`src/rtl/i2c_ctrl.sv`:
```
// i2c_ctrl: register-mapped I2C master sequencer issuing START, STOP, byte WRITE and byte READ.
// Define I2C_INT_EN to store the IE bit and emit a one-cycle command-complete interrupt.
module i2c_ctrl #(
  parameter logic [15:0] RST_DIV = 16'd24
) (
  input  logic        i_clk,
  input  logic        i_rst,
  input  logic [1:0]  i_memAddr,
  input  logic [15:0] i_memDataIn,
  input  logic        i_memWrEn,
  output logic [15:0] o_memDataOut,
  input  logic        i_i2cSDAIn,
  output logic        o_i2cSCLDir,
  output logic        o_i2cSDADir,
  output logic        o_intI2C
);

  localparam int unsigned DivW    = 16;
  localparam int unsigned BitCntW = 3;
  localparam int unsigned ByteW   = 8;

  localparam logic [1:0] AddrCtrl = 2'b00;
  localparam logic [1:0] AddrData = 2'b01;
  localparam logic [1:0] AddrDiv  = 2'b10;

  localparam logic [1:0] CmdStart = 2'b00;
  localparam logic [1:0] CmdStop  = 2'b01;
  localparam logic [1:0] CmdWrite = 2'b10;
  localparam logic [1:0] CmdRead  = 2'b11;

  typedef enum logic [3:0] {
    IDLE, ST1, ST2, ST3, ST4,
    BIT_A, BIT_B, BIT_H,
    ACK_A, ACK_B, ACK_H,
    SP1, SP2, SP3
  } state_t;

  state_t               state;
  logic [DivW-1:0]      phaseCnt;
  logic [BitCntW-1:0]   bitCnt;
  logic [DivW-1:0]      div;
  logic [ByteW-1:0]     tx;
  logic [ByteW-1:0]     rx;
  logic                 nack;
  logic                 ackOut;
  logic [1:0]           cmd;
  logic                 ie;

  logic                 busy;
  logic                 phaseDone;
  logic                 ctrlWr;
  logic                 goAccept;
  logic [BitCntW-1:0]   bitIdx;
  logic                 unusedBits;

  assign busy      = (state != IDLE);
  assign phaseDone = (phaseCnt == div);
  assign ctrlWr    = i_memWrEn && (i_memAddr == AddrCtrl);
  assign goAccept  = ctrlWr && i_memDataIn[15] && !busy;
  assign bitIdx    = 3'd7 - bitCnt;
  assign unusedBits = ^i_memDataIn[14:3];

`ifndef I2C_INT_EN
  assign ie       = 1'b0;
  assign o_intI2C = 1'b0;
`endif

  // Register file, command launch and phase sequencer; Dir outputs move only on phase entry.
  always_ff @(posedge i_clk) begin
    if (i_rst) begin
      state       <= IDLE;
      phaseCnt    <= '0;
      bitCnt      <= '0;
      div         <= RST_DIV;
      tx          <= '0;
      rx          <= '0;
      nack        <= 1'b0;
      ackOut      <= 1'b0;
      cmd         <= CmdStart;
      o_i2cSCLDir <= 1'b0;
      o_i2cSDADir <= 1'b0;
`ifdef I2C_INT_EN
      ie          <= 1'b0;
      o_intI2C    <= 1'b0;
`endif
    end else begin
`ifdef I2C_INT_EN
      o_intI2C <= 1'b0;
      if (ctrlWr && !(busy && i_memDataIn[15])) ie <= i_memDataIn[3];
`endif
      if (i_memWrEn && !busy) begin
        case (i_memAddr)
          AddrCtrl: begin
            ackOut <= i_memDataIn[2];
            cmd    <= i_memDataIn[1:0];
          end
          AddrData: tx  <= i_memDataIn[ByteW-1:0];
          AddrDiv:  div <= i_memDataIn;
          default: ;
        endcase
      end

      if (goAccept) begin
        phaseCnt <= '0;
        bitCnt   <= '0;
        case (i_memDataIn[1:0])
          CmdStart: begin
            state       <= ST1;
            o_i2cSDADir <= 1'b0;
          end
          CmdStop: begin
            state       <= SP1;
            o_i2cSCLDir <= 1'b1;
            o_i2cSDADir <= 1'b1;
          end
          default: begin
            state       <= BIT_A;
            o_i2cSCLDir <= 1'b1;
          end
        endcase
      end else if (busy) begin
        if (!phaseDone) begin
          phaseCnt <= phaseCnt + 16'd1;
        end else begin
          phaseCnt <= '0;
          case (state)
            ST1: begin state <= ST2; o_i2cSCLDir <= 1'b0; end
            ST2: begin state <= ST3; o_i2cSDADir <= 1'b1; end
            ST3: begin state <= ST4; o_i2cSCLDir <= 1'b1; end
            SP1: begin state <= SP2; o_i2cSCLDir <= 1'b0; end
            SP2: begin state <= SP3; o_i2cSDADir <= 1'b0; end
            BIT_A: begin
              state       <= BIT_B;
              o_i2cSDADir <= (cmd == CmdWrite) ? ~tx[bitIdx] : 1'b0;
            end
            BIT_B: begin state <= BIT_H; o_i2cSCLDir <= 1'b0; end
            BIT_H: begin
              if (cmd == CmdRead) rx <= {rx[ByteW-2:0], i_i2cSDAIn};
              o_i2cSCLDir <= 1'b1;
              if (bitCnt == 3'd7) begin
                bitCnt <= '0;
                state  <= ACK_A;
              end else begin
                bitCnt <= bitCnt + 3'd1;
                state  <= BIT_A;
              end
            end
            ACK_A: begin
              state       <= ACK_B;
              o_i2cSDADir <= (cmd == CmdWrite) ? 1'b0 : ~ackOut;
            end
            ACK_B: begin state <= ACK_H; o_i2cSCLDir <= 1'b0; end
            ACK_H: begin
              if (cmd == CmdWrite) nack <= i_i2cSDAIn;
              state <= IDLE;
`ifdef I2C_INT_EN
              o_intI2C <= ie;
`endif
            end
            default: begin
              state <= IDLE;
`ifdef I2C_INT_EN
              o_intI2C <= ie;
`endif
            end
          endcase
        end
      end
    end
  end

  // Combinational register read mux.
  always_comb begin
    o_memDataOut = '0;
    case (i_memAddr)
      AddrCtrl: o_memDataOut = {busy, nack, 10'd0, ie, ackOut, cmd};
      AddrData: o_memDataOut = {8'h00, rx};
      AddrDiv:  o_memDataOut = div;
      default:  o_memDataOut = '0;
    endcase
  end

endmodule

```
`config.mk`:
```
export PLATFORM = sky130hd
export DESIGN_NAME = i2c_ctrl
export DESIGN_NICKNAME = d
export VERILOG_FILES = /design/src/rtl/i2c_ctrl.sv
export SDC_FILE = /design/constraint.sdc
export NUM_CORES = 1
export LEC_CHECK = 0
export CORE_MARGIN = 5
export CORE_UTILIZATION = 30
export DETAILED_ROUTE_END_ITERATION = 12
export GPL_ROUTABILITY_DRIVEN = 0
export GPL_TIMING_DRIVEN = 0
export PLACE_DENSITY = 0.52
export SLEW_MARGIN = 0
export SYNTH_ARGS = -nofsm -noshare
export SYNTH_HDL_FRONTEND = slang
export SYNTH_SLANG_ARGS = --single-unit
```
`constraint.sdc`:
```
create_clock -name i_clk -period 5 [get_ports i_clk]
set_clock_uncertainty 0.15 [all_clocks]
set_input_delay 1 -clock i_clk [delete_from_list [all_inputs] [get_ports i_clk]]
set_output_delay 1 -clock i_clk [all_outputs]
set_load 0.005 [all_outputs]
```
==> flow_summary.json, run 1 <==
{
  "finalHoldViolations": 0,
  "antenna_found_initial": 0,
  "syn_area_um2": 3100,
  "clock_tree.buffer_depth": 2,
  "vias_per_inst": 4.76,
  "maxCapViolations": 0,
  "portBuffers": 36,
  "n_fill_cell": 1067,
  "ant_nets": 0,
  "worst_hold_path_type": "reg -> reg",
  "cts.sink_count": 61,
  "std_cell_rows": 37,
  "cp-start-kind": "input port",
  "critical_path_arrival_ps": 2930,
  "netlist.area_leader.share_pct": 39.3,
  "worst-slew-pin-transition_ps": 608,
  "io_pins": 41,
  "capturing_element_type_of_the_critical_path": "output port",
  "status": "complete, no violations",
  "die-height_um": 112,
  "post_cts_buffers": 0,
  "synth_top_flop_cell": "sky130_fd_sc_hd__dfxtp_1",
  "dp_hpwl_mm": 6.12,
  "synth_sequential_area_ratio_pct": 39.3,
  "die_w_um": 112,
  "vias": 2583,
  "flow.area_growth_from_synthesis_pct": 24.0,
  "sequential_cell_area_um2": 1220,
  "die_area_um2": 12500,
  "synth_top_area_cell": "sky130_fd_sc_hd__dfxtp_1",
  "drt-total-wl_mm": 8.11,
  "floorplan.initialDensity_pct": 30.3,
  "ctsResizeCount": 0,
  "layout-drive-gt1-share_pct": 10.1,
  "worst-setup-path-type": "in -> out",
  "worstPathRequired_ps": 3850,
  "final_setup_viols": 0,
  "drt_iter0_drc": 110,
  "multi_input_gate_area_in_the_final_layout_um2": 1730,
  "synth-edff-count": 0,
  "drt-pass1-iter-count": 4,
  "syn_nets": 380,
  "max_freq_mhz": 245,
  "via_count_of_the_first_global_routing_pass": 2558,
  "clock_latency_ps": 340,
  "finalMaxSlewViolations": 0,
  "worst_setup_hold_path_clk_slew_ps": 70,
  "synth_seq_cells": 61,
  "clock_tree_from_tritoncts": "done",
  "vdd_ir_drop_max_mv": 0.161,
  "leakage_nw": 1.49,
  "globalRouteOverflowTotal": 0,
  "route.detailed.drc": 0,
  "fin_worst_hold_slack_ps": 312,
  "ys_async_sr_fraction_pct": 0,
  "grt_pass1_wl_mm": 13.1,
  "critical_path.max_fanout": 10,
  "setup_repair_after_global_routing_missed_its_margin": "no",
  "grt_util_all_layers_pct": 13.2,
  "cts_root_buf": "sky130_fd_sc_hd__clkbuf_8",
  "synthDistinctLibCells": 47,
  "fin_crit_sh_pct": 81.5,
  "antenna_cell_count": 0,
  "final_period_minus_worst_setup_slack_ps": 4080,
  "headroom_to_the_max_slew_limit_pct": 59.4,
  "ctsHtreeMaxLevel": 3,
  "syn_avg_cell_area_um2": 8.74,
  "synth.top_cells.by_area": "sky130_fd_sc_hd__dfxtp_1, sky130_fd_sc_hd__mux2i_1, sky130_fd_sc_hd__nor2_1, sky130_fd_sc_hd__xnor2_1, sky130_fd_sc_hd__nand2_1",
  "power_per_cell_area_nw_per_um2": 285,
  "fin_nets": 427,
  "count_of_warnings_emitted_by_yosys": 0,
  "postCtsHoldBufs": 0,
  "totalNegativeSetupSlack_ps": 0,
  "drt-wirelength-per-cell_um": 14.9,
  "clock_buffers_created_by_tritoncts": 9,
  "synthesis.instances": 355,
  "pin_count_of_the_biggest_net_entering_global_routing": 12,
  "coreArea_um2": 10200
}
## Yosys cell counts, types with 2 or more instances
master,count
sky130_fd_sc_hd__a211oi_1,3
sky130_fd_sc_hd__a21oi_1,25
sky130_fd_sc_hd__a22o_1,6
sky130_fd_sc_hd__a22oi_1,2
sky130_fd_sc_hd__and2_1,6
sky130_fd_sc_hd__and3_1,2
sky130_fd_sc_hd__buf_2,6
sky130_fd_sc_hd__buf_6,5
sky130_fd_sc_hd__clkbuf_1,8
sky130_fd_sc_hd__dfxtp_1,61
sky130_fd_sc_hd__ha_1,3
sky130_fd_sc_hd__inv_1,4
sky130_fd_sc_hd__mux2i_1,27
sky130_fd_sc_hd__mux4_2,2
sky130_fd_sc_hd__nand2_1,48
sky130_fd_sc_hd__nand3_1,9
sky130_fd_sc_hd__nand3b_1,2
sky130_fd_sc_hd__nand4_1,9
sky130_fd_sc_hd__nand4_2,2
sky130_fd_sc_hd__nor2_1,53
sky130_fd_sc_hd__nor2b_1,5
sky130_fd_sc_hd__nor3_1,5
sky130_fd_sc_hd__nor4_4,2
sky130_fd_sc_hd__o21ai_0,7
sky130_fd_sc_hd__or3_1,2
sky130_fd_sc_hd__xnor2_1,21
sky130_fd_sc_hd__xor2_1,10
## where the power goes
group | internal [mW] | switching [mW] | leakage (nW) | total (mW)
Combinational | 0.0494 | 0.0569 | 0.894 | 0.106
Sequential | 0.496 | 0.0102 | 0.493 | 0.507
Clock | 0.280 | 0.204 | 0.0985 | 0.484
Total | 0.826 | 0.271 | 1.49 | 1.10
## cells by family after synthesis
family                     share of synthesized area (%)
other                                              0.121
muxes                                               10.2
AOI/OAI and AO/OA                                   10.4
DFF                                                 39.3
adders and majority gates                           1.21
and+or+nand+nor                                     24.6
xor gates and xnor gates                            9.27
buffers and inverters                               4.92
## area by class of cell
type / instances / share of cell area, %
plain buffers: 21 / 3.57
inverters: 4 / 0.390
clock buffers: 10 / 3.31
clock inverters: 6 / 2.27
repair buffers: 36 / 9.36
multi-input cells: 269 / 44.9
well taps: 136 / 4.42
flip-flops and latches: 61 / 31.7
## state kept, by name, summed over array words and instances, names as in the netlist
name and cells:
o_i2cSDADir 1, bitCnt 3, div 16, state 4, nack 1, o_i2cSCLDir 1
ackOut 1, rx 8, cmd 2, tx 8, phaseCnt 16
## worst paths after layout
path	from	endpoint	slack, ps	cells past startpoint
min	o_i2cSCLDir	o_i2cSCLDir	310	1
max reg2reg	phaseCnt[7]	rx[6]	2750	7
max	i_memAddr[1]	o_memDataOut[1]	920	6
min reg2reg	o_i2cSCLDir	o_i2cSCLDir	310	1
## per-layer routing
metal | vias up | global-route usage (%) | wire length [µm]
li1 | 1317 | - | -
met1 | 1208 | 17.4 | 3870
met2 | 47 | 20.9 | 3760
met3 | 11 | 3.15 | 332
met4 | 0 | 4.70 | 142
met5 | - | 0 | 0
## layout by cell type (no fill, tap or decap), types with 5 or more instances in the layout
| cell | n |
|---|---|
| sky130_fd_sc_hd__nand2_1 | 48 |
| sky130_fd_sc_hd__mux2i_1 | 27 |
| sky130_fd_sc_hd__clkbuf_8 | 10 |
| sky130_fd_sc_hd__a22o_1 | 6 |
| sky130_fd_sc_hd__nand3_1 | 9 |
| sky130_fd_sc_hd__a21oi_1 | 25 |
| sky130_fd_sc_hd__clkbuf_1 | 9 |
| sky130_fd_sc_hd__nor3_1 | 5 |
| sky130_fd_sc_hd__xnor2_1 | 21 |
| sky130_fd_sc_hd__nand4_1 | 9 |
| sky130_fd_sc_hd__xor2_1 | 10 |
| sky130_fd_sc_hd__and2_1 | 6 |
| sky130_fd_sc_hd__o21ai_0 | 7 |
| sky130_fd_sc_hd__dfxtp_1 | 61 |
| sky130_fd_sc_hd__buf_2 | 6 |
| sky130_fd_sc_hd__nor2b_1 | 5 |
| sky130_fd_sc_hd__nor2_1 | 53 |
| sky130_fd_sc_hd__buf_6 | 5 |
| sky130_fd_sc_hd__clkdlybuf4s50_1 | 36 |
## critical path: stages
cell,delay [ps]
sky130_fd_sc_hd__buf_2,170
sky130_fd_sc_hd__nor2b_1,410
sky130_fd_sc_hd__clkbuf_1,480
sky130_fd_sc_hd__nand2_1,100
sky130_fd_sc_hd__o21ai_0,180
sky130_fd_sc_hd__clkdlybuf4s50_1,580
## through the flow
step / instances / util (%) / total power [mW] / worst slack, ps / instance area [µm²]
after floorplan: 355 / - / 0.580 / 1940 / 3100
after global placement: 527 / 35.5 / 0.624 / 969 / 3630
after detailed placement: 527 / 35.5 / 0.625 / 962 / 3630
after CTS: 543 / 37.6 / 1.11 / 930 / 3850
after global routing: 543 / 37.6 / 1.14 / 780 / 3850
final: 543 / 37.6 / 1.10 / 924 / 3850
(Power assumes the default switching activity.)
==> run 2, diff against run 1 <==
==> constraint.sdc (replaced) <==
create_clock -name i_clk -period 3.9 [get_ports i_clk]
set_clock_uncertainty 0.15 [all_clocks]
set_input_delay 0.78 -clock i_clk [delete_from_list [all_inputs] [get_ports i_clk]]
set_output_delay 0.78 -clock i_clk [all_outputs]
set_load 0.005 [all_outputs]
==> results of run 2 <==
The final DEF is identical to that of run 1. Status: complete, no violations.
Among the figures that moved: setup slack after placement 962 ps -> 302 ps; setup slack after layout 924 ps -> 264 ps; register-to-register setup slack 2750 ps -> 1650 ps; total power 1.10 mW -> 1.41 mW; worst IR drop on VDD 0.161 mV -> 0.206 mV
